===== src/rtl/l1_mem_port_arbiter.sv =====
// rtl/l1_mem_port_arbiter.sv - round-robin share of one L2 bus channel among L1 cache controllers
// Optional watchdog enabled by defining L1_ARB_TIMEOUT_EN.
module l1_mem_port_arbiter #(
  parameter int NUM_PORTS      = 2,
  parameter int MSG_BITS       = 4,
  parameter int ADDRESS_BITS   = 32,
  parameter int CACHE_WIDTH    = 128,
  parameter int TIMEOUT_CYCLES = 1024
) (
  input  logic                              clock,
  input  logic                              reset,
  input  logic [NUM_PORTS*MSG_BITS-1:0]     cache2arb_msg,
  input  logic [NUM_PORTS*ADDRESS_BITS-1:0] cache2arb_address,
  input  logic [NUM_PORTS*CACHE_WIDTH-1:0]  cache2arb_data,
  output logic [NUM_PORTS*MSG_BITS-1:0]     arb2cache_msg,
  output logic [ADDRESS_BITS-1:0]           arb2cache_address,
  output logic [CACHE_WIDTH-1:0]            arb2cache_data,
  output logic [MSG_BITS-1:0]               arb2mem_msg,
  output logic [ADDRESS_BITS-1:0]           arb2mem_address,
  output logic [CACHE_WIDTH-1:0]            arb2mem_data,
  input  logic [MSG_BITS-1:0]               mem2arb_msg,
  input  logic [ADDRESS_BITS-1:0]           mem2arb_address,
  input  logic [CACHE_WIDTH-1:0]            mem2arb_data,
  output logic [NUM_PORTS-1:0]              grant,
  output logic                              busy,
  output logic                              timeout_err
);

  localparam int IDX_W = (NUM_PORTS > 1) ? $clog2(NUM_PORTS) : 1;

  typedef enum logic {
    ST_IDLE = 1'b0,
    ST_BUSY = 1'b1
  } state_t;

  state_t               state_q, state_d;
  logic [NUM_PORTS-1:0] grant_q, grant_d;
  logic [IDX_W-1:0]     owner_q, owner_d;
  logic [IDX_W-1:0]     rr_q, rr_d;

  logic [NUM_PORTS-1:0] req;
  logic [IDX_W-1:0]     win;
  logic [IDX_W-1:0]     cand;
  logic                 found;
  logic [MSG_BITS-1:0]  owner_msg;

  always_comb begin
    req = '0;
    for (int i = 0; i < NUM_PORTS; i++) begin
      req[i] = |cache2arb_msg[i*MSG_BITS +: MSG_BITS];
    end
  end

  // Scan starting just after the last owner so every requester gets its turn.
  always_comb begin
    win   = '0;
    cand  = '0;
    found = 1'b0;
    for (int k = 1; k <= NUM_PORTS; k++) begin
      cand = IDX_W'((int'(rr_q) + k) % NUM_PORTS);
      if (!found && req[cand]) begin
        found = 1'b1;
        win   = cand;
      end
    end
  end

  assign owner_msg = cache2arb_msg[owner_q*MSG_BITS +: MSG_BITS];

  always_ff @(posedge clock or negedge reset) begin
    if (!reset) begin
      state_q <= ST_IDLE;
      grant_q <= '0;
      owner_q <= '0;
      rr_q    <= IDX_W'(NUM_PORTS - 1);
    end else begin
      state_q <= state_d;
      grant_q <= grant_d;
      owner_q <= owner_d;
      rr_q    <= rr_d;
    end
  end

  always_comb begin
    state_d = state_q;
    grant_d = grant_q;
    owner_d = owner_q;
    rr_d    = rr_q;
    case (state_q)
      ST_IDLE: begin
        if (found) begin
          state_d = ST_BUSY;
          owner_d = win;
          grant_d = NUM_PORTS'(1) << win;
        end
      end
      ST_BUSY: begin
        // Owner releasing the channel ends the transaction; any mid-flight msg change is just forwarded.
        if (owner_msg == '0) begin
          state_d = ST_IDLE;
          grant_d = '0;
          rr_d    = owner_q;
        end
      end
      default: begin
        state_d = ST_IDLE;
        grant_d = '0;
      end
    endcase
  end

  assign grant = grant_q;
  assign busy  = (state_q == ST_BUSY);

  always_comb begin
    arb2mem_msg     = '0;
    arb2mem_address = '0;
    arb2mem_data    = '0;
    arb2cache_msg   = '0;
    if (state_q == ST_BUSY) begin
      arb2mem_msg     = owner_msg;
      arb2mem_address = cache2arb_address[owner_q*ADDRESS_BITS +: ADDRESS_BITS];
      arb2mem_data    = cache2arb_data[owner_q*CACHE_WIDTH +: CACHE_WIDTH];
      arb2cache_msg[owner_q*MSG_BITS +: MSG_BITS] = mem2arb_msg;
    end
  end

  assign arb2cache_address = mem2arb_address;
  assign arb2cache_data    = mem2arb_data;

`ifdef L1_ARB_TIMEOUT_EN
  localparam int CNT_W = $clog2(TIMEOUT_CYCLES + 1);

  logic [CNT_W-1:0] wd_cnt_q;
  logic             wd_err_q;

  always_ff @(posedge clock or negedge reset) begin
    if (!reset) begin
      wd_cnt_q <= '0;
      wd_err_q <= 1'b0;
    end else begin
      if (state_q == ST_IDLE) begin
        if (state_d == ST_BUSY) begin
          wd_cnt_q <= '0;
        end
      end else begin
        if (wd_cnt_q != CNT_W'(TIMEOUT_CYCLES)) begin
          wd_cnt_q <= wd_cnt_q + 1'b1;
        end
        // Flag lands on the same edge the count reaches the limit.
        if (wd_cnt_q == CNT_W'(TIMEOUT_CYCLES - 1)) begin
          wd_err_q <= 1'b1;
        end
      end
    end
  end

  assign timeout_err = wd_err_q;
`else
  assign timeout_err = 1'b0;
`endif

endmodule

===== config.mk =====
export PLATFORM = sky130hd
export DESIGN_NAME = l1_mem_port_arbiter
export DESIGN_NICKNAME = d
export VERILOG_FILES = /design/src/rtl/l1_mem_port_arbiter.sv
export SDC_FILE = /design/constraint.sdc
export NUM_CORES = 1
export LEC_CHECK = 0
export ABC_AREA = 1
export CORE_AREA = 2 2 327 329
export CTS_CLUSTER_SIZE = 25
export DETAILED_ROUTE_END_ITERATION = 16
export DIE_AREA = 0 0 329 331
export PLACE_DENSITY_LB_ADDON = 0.08
export SLEW_MARGIN = 20
export SYNTH_ARGS = -nofsm -noshare
export SYNTH_HDL_FRONTEND = slang
export SYNTH_SLANG_ARGS = --single-unit

===== constraint.sdc =====
create_clock -name clock -period 2.3 [get_ports clock]
set_input_delay 0.46 -clock clock [delete_from_list [all_inputs] [get_ports clock]]
set_output_delay 0.46 -clock clock [all_outputs]
set_load 0.05 [all_outputs]

---- Word-level counts from Yosys, hierarchy flattened ----
Cells that the tools add are included.
word-level totals
  bits of input ports ..................... 494
  output and inout bits ................... 336
  register bits after elaboration ......... 5
  word-level logic and storage cells ...... 45
operators by class
  order comparisons ....................... 2
  muxes and demuxes ....................... 18
  reductions and logical operators ........ 8
  equality and inequality tests ........... 2
  shift operators ......................... 6
  bitwise gates (word level) .............. 2
  $add $sub $neg .......................... 3
operator list
  kind                      number
  $shiftx A256 B9 Y128      1
  $mux W128                 1
  $shiftx A64 B7 Y32        1
  $neg A3 Y34               1
  $shift A4 B34 Y8 const A  1
  $shiftx A4 B34 Y8         1
  $mux W32                  1
  $mux W1                   10
  $and A8 B8 Y8             1
  $mux W8                   1
  $reduce_or A4 Y1          2
  $shiftx A8 B4 Y4          1
  $reduce_and A2 Y1         3
  $logic_not A4 Y1          1
  $lt A1 B2 Y1 const B      2
  $mux W2                   2
  $mux W4                   1
  $pmux W2 S2               1
  $add A1 B1 Y1 const B     2
  $ne A2 B1 Y1 const B      1
  $ne A2 B2 Y1 const B      1
  $pmux W1 S2               1
  $shl A1 B1 Y2 const A     1
  $logic_and A1 B1 Y1       1
  2 further kinds           2

---- Longest topological paths before layout ----
  depth in word-level cells ............... 10
  mapped depth ............................ 7
  mapped depth without buffers ............ 7

---- Least setup slack after synthesis ----
OpenSTA, ideal clock, no wires.
  path type ............................... reg2out
  start ................................... register state_q, in the netlist busy
  end ..................................... output arb2mem_data[82]
  cell stages (with the launch flop) ...... 5
  required time ........................... 1.840 ns
  path buffers ............................ 2
  slack ................................... -0.137 ns
  data arrival time ....................... 1.977 ns
  cell sequence ........................... dfrtp_1 -> inv_1 -> buf_2 -> buf_1 -> a21oi_1
on the way
  longest elaborated chain between the ends .. 1
ends and longest elaborated chain
  element                 RTL line  text
  start, declared         36        state_t state_q, state_d;
  start signal, assigned  77        state_q <= state_d;
  $mux W128               120       if (state_q == ST_BUSY) begin
  end, declared           20        output logic [CACHE_WIDTH-1:0] arb2mem_data,
Every way passes these cells.

---- Worst setup path in the final report ----
  start ................................... register owner_q
  end ..................................... output arb2mem_data[82]
on the way
  longest elaborated chain between the ends .. 2
ends and longest elaborated chain
  element                 RTL line  text
  start, declared         38        logic [IDX_W-1:0] owner_q, owner_d;
  start signal, assigned  79        owner_q <= owner_d;
  $shiftx A256 B9 Y128    123       arb2mem_data = cache2arb_data[owner_q*CACHE_WIDTH +: CACHE_WIDTH];
  $mux W128               120
Every way passes these cells.

==> impl_metrics.py <==
metrics = {
    "pwr": {
        "powerDensity_mw_per_mm2": 1541,
        "p_leak_nw": 4.352,
        "finalPower_w": 0.01793,
        "peakVddDrop_mv": 0.5852,
    },
    "grt": {
        "use_met3": 0.01929,
        "grt_util_met2": 0.1221,
        "gr-total-overflow": 0,
        "antenna_found_initial": 2,
        "grt_usage": 0.06069,
        "gr-usage-met1": 0.05636,
        "grt_busiest_layer": "met2",
        "grt_max_degree": 57,
        "grt_pass1_wl_um": 48250,
        "first_global_vias": 6552,
    },
    "synthesis": {
        "ys_seq_area_frac": 0.03191,
        "synth_area_leaders": "nand2_1, buf_4, a21oi_1",
        "synthDistinctLibCells": 20,
        "netlist_area_mm2": 0.003960,
        "synth_cells": 757,
        "synth.avg_cell_area_um2": 5.231,
        "yosys_register_bits": 5,
        "yosysWarnings": 0,
        "synth_top_area_cell": "nand2_1",
        "syn_nets": 1251,
        "synth_top_area_frac": 0.3128,
    },
    "setup_path": {
        "critPathKind": "flop to output port",
        "cp_cell_sequence": "inv_6, buf_12, buf_12, nand2_1, a21oi_1, buf_12",
        "arrival_ns": 1.75,
        "worst_path_most_repeated_cell": "buf_12",
        "cp-end-kind": "output port",
        "start_kind": "flop",
        "cp_slowest_cell": "dfrtp_4",
        "cp_max_fo": 32,
        "cp_data_required_time_ns": 1.84,
        "critPathMaxStageDelay_ns": 0.52,
    },
    "sta": {
        "rsz0062_at_grt": "no",
        "setup-tns-final_ns": 0,
        "final.period_utilization": 0.9621,
        "hold_violations": 0,
        "holdWs_ns": 0.4731,
        "tightest_slew_ns": 0.6256,
        "min_period_ns": 2.213,
        "setup_violations": 0,
        "max_freq_mhz": 451.9,
        "skew_ns": 0.0002508,
        "slew_violations": 0,
        "relSlewSlack": 0.5816,
    },
    "floorplanning": {
        "start_util": 0.03773,
        "die-area_mm2": 0.1089,
        "core-area_mm2": 0.1050,
        "io_pins": 830,
        "num_rows": 119,
        "die_h_um": 331,
        "fp.dieW_um": 329,
    },
    "clock_tree": {
        "clk_path_buf_depth": 2,
        "cts_tree": "done",
        "hold_buffers": 0,
        "path_clk_slew_ns": 0.03,
        "htree_levels": 1,
        "numCtsBuffers": 3,
        "clock-root-buffer": "clkbuf_16",
        "numClockSinks": 5,
        "post-cts-setup-buffers": 0,
        "clkLatencyLatePin_ns": 0.22,
    },
    "placement": {
        "gp_congestion": 0.7369,
        "place_inst": 2478,
        "place_hpwl_um": 30980,
        "port-buffer-count": 508,
    },
    "cells_and_area": {
        "layout_common_cells": "clkdlybuf4s50_1, nand2_1, buf_12",
        "stdcell_count": 2483,
        "postLayoutCoreUtil": 0.1108,
        "layout_commonest_cell": "clkdlybuf4s50_1",
        "drive_gt1_frac": 0.2475,
        "fillers": 12170,
        "area_growth_syn_to_layout_pct": 193.7,
        "fin_nets": 1586,
    },
    "routing": {
        "drc": 0,
        "wl_per_cell_um": 14.53,
        "finalWirelength_um": 36070,
        "via_per_inst": 2.425,
        "dr.first_iter.drc_count": 169,
        "vias": 6022,
        "drtPass1Iterations": 4,
        "postRouteAntennaNets": 0,
    },
    "min_path": {
        "min_path_type": "flop to flop",
    },
    "outcome": {
        "status": "finished, final reports clean",
    },
    "flow_run": {
        "cap_violations": 0,
    },
}
critical path: cells and delay by family, from the launching register on:
kind | cells | cell delay [ns]
DFF | 1 | 0.52
AOI/OAI and AO/OA | 1 | 0.22
buffers and inverters | 4 | 0.66
and+or+nand+nor | 1 | 0.06
cell usage after synthesis, drive strengths merged:
| library cell | instances |
|---|---|
| a21oi | 163 |
| buf | 205 |
| clkbuf | 10 |
| conb | 1 |
| dfrtp | 4 |
| dfstp | 1 |
| inv | 8 |
| nand2 | 340 |
| nand3 | 4 |
| nor2 | 15 |
| nor2b | 1 |
| nor3 | 1 |
| o21ai | 4 |
flip-flops by register name (all words and copies together) (netlist names):
signal and count:
rr_q 1, busy 1, grant 2, owner_q 1
layer usage:
| metal | part of all wire | up-vias |
|---|---|---|
| met5 | 0 | - |
| met4 | 0.032 | 0 |
| met3 | 0.093 | 90 |
| met2 | 0.55 | 328 |
| met1 | 0.32 | 2716 |
| li1 | - | 2888 |
metrics by stage:
step | worst slack, ns | instance area (µm²)
6_report | 0.08726 | 11630
5_1_grt | 0.00003375 | 11630
4_1_cts | 0.003316 | 11540
3_5_place_dp | 0.2343 | 11450
3_3_place_gp | 0.2230 | 11450
2_1_floorplan | -0.1365 | 3994
final timing paths:
path	startpoint	end	slack, ns	depth (start not counted)
min	rr_q	rr_q	0.47	2
min in group asynchronous	reset	grant[0]	0.48	1
max	owner_q	arb2mem_data[82]	0.09	6
max in group asynchronous	reset	rr_q	1.55	1
min reg2reg	rr_q	rr_q	0.47	2
max reg2reg	owner_q	busy	0.79	7
timing repair:
item / CTS / global route
endpoints found under the setup margin: 1 / 28
endpoints found under the hold margin: 0 / 0
pin swaps: 0 / 0
gates resized for setup: 1 / 24
cell families after synthesis:
family / after synthesis / synth area share
DFF: 5 / 0.03191
and+or+nand+nor: 361 / 0.3507
AOI/OAI and AO/OA: 167 / 0.2205
buffers and inverters: 223 / 0.3959
other: 1 / 0.0009470
power breakdown:
part / leakage [nW] / internal [W] / switching (W)
clock network: 0.0382 / 0.000229 / 0.0000527
registers: 0.0569 / 0.000138 / 0.0000446
logic: 4.26 / 0.00753 / 0.00993
total: 4.35 / 0.00790 / 0.0100
cell type report:
| type | count | area (µm²) | share of cell area |
|---|---|---|---|
| timing repair buffer | 545 | 7248 | 0.6232 |
| multi-input combinational | 529 | 2390 | 0.2055 |
| tap | 1391 | 1740 | 0.1497 |
| sequential | 5 | 130.1 | 0.01119 |
| clock buffer | 4 | 78.83 | 0.006778 |
| inverter | 8 | 40.04 | 0.003443 |
| antenna | 1 | 2.502 | 0.0002152 |
Power figures use the tool's default switching activity.
